==> config.mk <==
export PLATFORM = sky130hd
export DESIGN_NAME = ranked_leaderboard
export DESIGN_NICKNAME = d
export VERILOG_FILES = /design/src/rtl/ranked_leaderboard.sv
export SDC_FILE = /design/constraint.sdc
export NUM_CORES = 1
export LEC_CHECK = 0
export ABC_AREA = 1
export CAP_MARGIN = 5
export CORE_MARGIN = 2
export CORE_UTILIZATION = 25
export CTS_CLUSTER_DIAMETER = 60
export DETAILED_ROUTE_END_ITERATION = 10
export PLACE_DENSITY = 0.45
export SLEW_MARGIN = 20
export SYNTH_ARGS = -nofsm -noshare
export SYNTH_HDL_FRONTEND = slang
export SYNTH_SLANG_ARGS = --single-unit
==> constraint.sdc <==
create_clock -name clk -period 8.9 [get_ports clk]
set_clock_uncertainty 0.1 [all_clocks]
set_input_delay 1.78 -clock clk [delete_from_list [all_inputs] [get_ports clk]]
set_output_delay 1.78 -clock clk [all_outputs]
set_load 0.005 [all_outputs]
==> src/rtl/ranked_leaderboard.sv <==
// Top-N leaderboard with FAST (lower is better) and SLOW (higher is better) boards,
// sorted insertion over a valid/ready handshake, rank sound strobe and registered display read port.
module ranked_leaderboard #(
  parameter int TIME_W    = 39,
  parameter int DEPTH     = 3,
  parameter int SOUND_CYC = 50_000_000,
  localparam int RANK_W   = $clog2(DEPTH)
) (
  input  logic              clk,
  input  logic              reset,
  input  logic              time_valid,
  output logic              time_ready,
  input  logic [TIME_W-1:0] time_in,
  input  logic [1:0]        stopwatch_mode,
  input  logic              clear_board,
  input  logic              disp_board,
  input  logic [RANK_W-1:0] disp_rank,
  output logic [TIME_W-1:0] disp_time,
  output logic              disp_valid,
  output logic [DEPTH-1:0]  rank_led,
  output logic              placed,
  output logic [RANK_W-1:0] placed_rank,
  output logic [DEPTH-1:0]  sound
);

  localparam int CNT_W = $clog2(SOUND_CYC + 1);

  typedef enum logic [1:0] {S_IDLE, S_INSERT, S_ANNOUNCE} state_t;

  state_t            state;
  logic [TIME_W-1:0] lat_time;
  logic [1:0]        lat_mode;
  logic [TIME_W-1:0] board_time [2][DEPTH];
  logic [DEPTH-1:0]  board_valid [2];
  logic [CNT_W-1:0]  sound_cnt;

  logic              sel;
  logic              mode_ok;
  logic [DEPTH-1:0]  beats;
  logic              ins_hit;
  logic [RANK_W-1:0] ins_k;
  logic              disp_in_range;
  logic [DEPTH-1:0]  led_next;

  // Board index 0 is FAST, 1 is SLOW, matching disp_board.
  always_comb begin
    sel     = (lat_mode == 2'b01);
    mode_ok = (lat_mode == 2'b01) || (lat_mode == 2'b10);
    beats   = '0;
    for (int unsigned i = 0; i < DEPTH; i++) begin
      beats[i] = !board_valid[sel][i] ||
                 (sel ? (lat_time > board_time[sel][i]) : (lat_time < board_time[sel][i]));
    end
    ins_hit = 1'b0;
    ins_k   = '0;
    for (int unsigned i = 0; i < DEPTH; i++) begin
      if (!ins_hit && beats[i]) begin
        ins_hit = 1'b1;
        ins_k   = RANK_W'(i);
      end
    end
  end

  always_comb begin
    disp_in_range = ({1'b0, disp_rank} < (RANK_W + 1)'(DEPTH));
    led_next      = '0;
    for (int unsigned i = 0; i < DEPTH; i++) begin
      led_next[i] = disp_in_range && (disp_rank >= RANK_W'(i));
    end
  end

  always_ff @(posedge clk) begin
    if (reset) begin
      state       <= S_IDLE;
      time_ready  <= 1'b1;
      lat_time    <= '0;
      lat_mode    <= '0;
      placed      <= 1'b0;
      placed_rank <= '0;
      sound       <= '0;
      sound_cnt   <= '0;
      disp_time   <= '0;
      disp_valid  <= 1'b0;
      rank_led    <= '0;
      for (int unsigned b = 0; b < 2; b++) begin
        board_valid[b] <= '0;
        for (int unsigned i = 0; i < DEPTH; i++) board_time[b][i] <= '0;
      end
    end else begin
      if (disp_in_range) begin
        disp_time  <= board_time[disp_board][disp_rank];
        disp_valid <= board_valid[disp_board][disp_rank];
      end else begin
        disp_time  <= '0;
        disp_valid <= 1'b0;
      end
      rank_led <= led_next;
      placed   <= 1'b0;

      if (sound_cnt != '0) begin
        sound_cnt <= sound_cnt - CNT_W'(1);
        if (sound_cnt == CNT_W'(1)) sound <= '0;
      end

      if (clear_board) begin
        state      <= S_IDLE;
        time_ready <= 1'b1;
        sound      <= '0;
        sound_cnt  <= '0;
        for (int unsigned b = 0; b < 2; b++) begin
          board_valid[b] <= '0;
          for (int unsigned i = 0; i < DEPTH; i++) board_time[b][i] <= '0;
        end
      end else begin
        case (state)
          S_IDLE: begin
            if (time_valid && time_ready) begin
              lat_time   <= time_in;
              lat_mode   <= stopwatch_mode;
              time_ready <= 1'b0;
              state      <= S_INSERT;
            end
          end
          S_INSERT: begin
            // Board write and announce outputs share this edge so placed lands in ANNOUNCE.
            if (mode_ok && ins_hit) begin
              for (int unsigned i = 1; i < DEPTH; i++) begin
                if (RANK_W'(i) > ins_k) begin
                  board_time[sel][i]  <= board_time[sel][i-1];
                  board_valid[sel][i] <= board_valid[sel][i-1];
                end
              end
              board_time[sel][ins_k]  <= lat_time;
              board_valid[sel][ins_k] <= 1'b1;
              placed      <= 1'b1;
              placed_rank <= ins_k;
              sound       <= DEPTH'(1) << ins_k;
              sound_cnt   <= CNT_W'(SOUND_CYC);
            end
            state <= S_ANNOUNCE;
          end
          S_ANNOUNCE: begin
            time_ready <= 1'b1;
            state      <= S_IDLE;
          end
          default: begin
            time_ready <= 1'b1;
            state      <= S_IDLE;
          end
        endcase
      end
    end
  end

endmodule

==> run metrics <==
run status complete, no violations; P_int 3.45 mW; Syn-to-layout area delta 17.6%; Initial Util 25.3%; final WL 67500 um; hpwl dp 43200 um; WL per Instance 17.8 um; flop-to-flop setup slack 2.77 ns; fmax 0.163 GHz; row count 105; Critical Path End board_time[1][62]$_SDFFCE_PN0P_; unrepaired setup endpoints after global routing no; Die X 293 um; cts hold-fix bufs 0; clock-pin slew on the worst setup and hold paths 0.06 ns; largest net degree at the start of global routing 90; grt total ovfl 0; Buf/Inv on CP 5; most frequent CP cell nand2_1; post-CTS sizing 0; sequential power share 39.2%; Clk pwr share 41.6%; number of synthesized register bits 359; Area contributors post-synth edfxtp_1, dfxtp_1, nand2_1; r2r startpoint lat_mode[1]$_SDFFE_PP0P_; Final Critical Period 6.13 ns; vias in the first global route 16600; wire length on met3 2890 um; PD cells 203 nW/um^2; H-tree Lvls 2; Yosys top cell by area edfxtp_1; CTS max path bufs 3; synthesized area 20800 um^2; Fin. Hold Viols 0; later-pin clock latency in the skew report 0.60 ns; DR WL met2 32300 um; R2R depth 23; DP Cell Count 3698; reg2reg end board_time[1][62]$_SDFFCE_PN0P_; initial antenna violation count 1; port buffer count 97; fin. max-slew vios 0; Crit Path Category register to register; GPL Wtd Cong 0.772; vias 17300; worst path cell trace inv_1, ha_4, inv_1, or2_2, o21ai_0, ha_1, nand2_1, inv_1, nand2_1, nand2_1, a21oi_1, nor2_1, nor2_1, nand3_2, nand3_2, nor2_4, buf_4, nand2_4, nand2_4, nor2_4, nand2_1, nand2_2, buf_4; CP delay by family, top simple AND/OR/NAND/NOR gates; startpoint types register; sw power 1.51 mW; EDFF count, synth 238; Top Layer Used met4; Tightest Hold Check Type register to register; Cells after Synth 2650; Sum Neg Setup Slack 0 ns; Layout Cells excl Fill 3793; Final Setup Violations 0; most common cell in the synthesized netlist nand2_1; combinational power share 19.2%; Synth top cells by count nand2_1, inv_1, nor2_1, o21ai_0, a21oi_1; cell depth of the worst setup path 23; VDD IR max 0.000123 V; CTS tree yes; I/O pin total 98; Post-Syn Area per Cell 7.86 um^2; LEAKAGE 9.71 nW; die area 85600 um^2; actual slew at the worst max-slew pin 0.847 ns; Layout Utilization 29.8%; Die Span Y 293 um; DR DRC count 0; register area share after synthesis 46.0%; post-synth top area share 34.3%; Synth cell types 43; Crit-path slowest cell ha_4; CTS Sinks 359; max_slew headroom 43.5%; Critical Path Source lat_mode[1]$_SDFFE_PP0P_; Critical Path RT 9.04 ns; TritonCTS Buffers 51; antenna cells 0; drt pass-1 iters 5; Tcrit/Tclk final 68.9%; Arr. time, crit path 6.27 ns; post-CTS setup buffers 0; Synthesis Warnings 0; dominant synthesized flop cell edfxtp_1; crit-path max cell delay 0.59 ns; Antenna Nets Post-Route 0; syn_nets 2820; root buffer cell clkbuf_16; Max Cap Viol 0; Iteration-0 DRC Markers 1009; peak fanout along the critical path 66; vias per inst 4.57; ys async rst share 0%; overall routing resource usage 15.7%; nets 2851; Core Footprint 82200 um^2; layout cell share with drive strength beyond 1 6.28%; CP endpoint kind register; Sw Share 30.4%; first-pass GRT wire length 102000 um; DRT met1 WL 30700 um
routing by layer:
layer,vias up,global-route usage [%]
li1,8797,-
met1,8059,20.5
met2,364,26.8
met3,100,2.12
met4,0,4.53
met5,-,0
worst min-delay path: cells and delay by family (launching register included):
family,cells,cell delay [ns]
DFF,1,0.33
buffers and inverters,1,0.06
AOI/OAI and AO/OA,1,0.05
final cells by class:
class / count / area (um^2)
sequential: 359 / 9570
clock inverter: 29 / 248
inverter: 377 / 1420
multi-input combinational: 1762 / 9200
clock buffer: 66 / 1470
timing repair buffer: 130 / 1230
fill: 8865 / 57800
tap: 1070 / 1340
logic make-up (layout without fill, tap and decap cells):
| logic type | count (synthesis) | count (layout) | share of synthesized area, % |
|---|---|---|---|
| and+or+nand+nor | 1013 | 1013 | 20.5 |
| AOI/OAI and AO/OA | 604 | 604 | 15.1 |
| buffers and inverters | 529 | 602 | 10.1 |
| DFF | 359 | 359 | 46.0 |
| adders and majority gates | 122 | 122 | 7.33 |
| xor gates and xnor gates | 23 | 23 | 0.968 |
cells in the final DEF (no fill, tap or decap), drive strengths merged, types with 3 or more instances in the layout:
master,count
bufinv,3
edfxtp,238
nor3,10
o21a,35
nand4,77
clkdlybuf4s50,94
nand2,489
a21o,4
clkbuf,66
o211ai,5
nand3,70
buf,36
xnor2,5
clkinvlp,6
o21ai,304
xor2,18
dfxtp,121
or2,12
ha,122
inv,377
o31ai,3
clkinv,20
a21oi,249
nand3b,3
nor2,348
power groups by stage:
| stage | combinational, mW | clock (mW) | sequential [mW] |
|---|---|---|---|
| after global routing | 1.09 | 2.18 | 1.96 |
| after global placement | 0.962 | 0 | 1.98 |
| final | 0.952 | 2.06 | 1.95 |
| after detailed placement | 0.961 | 0 | 1.98 |
| after floorplan | 0.678 | 0 | 1.96 |
| after CTS | 0.966 | 2.12 | 1.95 |
how the worst min path moves through the flow:
| stage | from | cells after the start | slack (ns) | endpoint |
|---|---|---|---|---|
| floorplan | lat_mode[0]$_SDFFE_PP0P_ | 2 | 0.33 | lat_mode[0]$_SDFFE_PP0P_ |
| global placement | lat_mode[0]$_SDFFE_PP0P_ | 2 | 0.38 | lat_mode[0]$_SDFFE_PP0P_ |
| detailed placement | lat_mode[0]$_SDFFE_PP0P_ | 2 | 0.38 | lat_mode[0]$_SDFFE_PP0P_ |
| CTS | lat_mode[0]$_SDFFE_PP0P_ | 2 | 0.39 | lat_mode[0]$_SDFFE_PP0P_ |
| global route | lat_mode[0]$_SDFFE_PP0P_ | 2 | 0.42 | lat_mode[0]$_SDFFE_PP0P_ |
| finish | lat_mode[0]$_SDFFE_PP0P_ | 2 | 0.39 | lat_mode[0]$_SDFFE_PP0P_ |
flip-flops by register name (all words and copies together) (netlist names), 3 cells and up:
| signal | cells |
|---|---|
| sound | 3 |
| sound_cnt | 26 |
| rank_led | 3 |
| disp_time | 39 |
| lat_time | 39 |
| board_time | 234 |
| board_valid | 6 |
through the flow:
stage	hold WS (ns)	total power [mW]	worst slack, ns	cell area [um^2]
floorplan	0.328	2.64	4.16	20800
global placement	0.382	2.95	2.47	22800
detailed placement	0.384	2.94	2.35	22800
CTS	0.392	5.03	2.72	24500
global route	0.416	5.23	2.27	24500
finish	0.389	4.96	2.77	24500
Power figures use the tool's default switching activity.
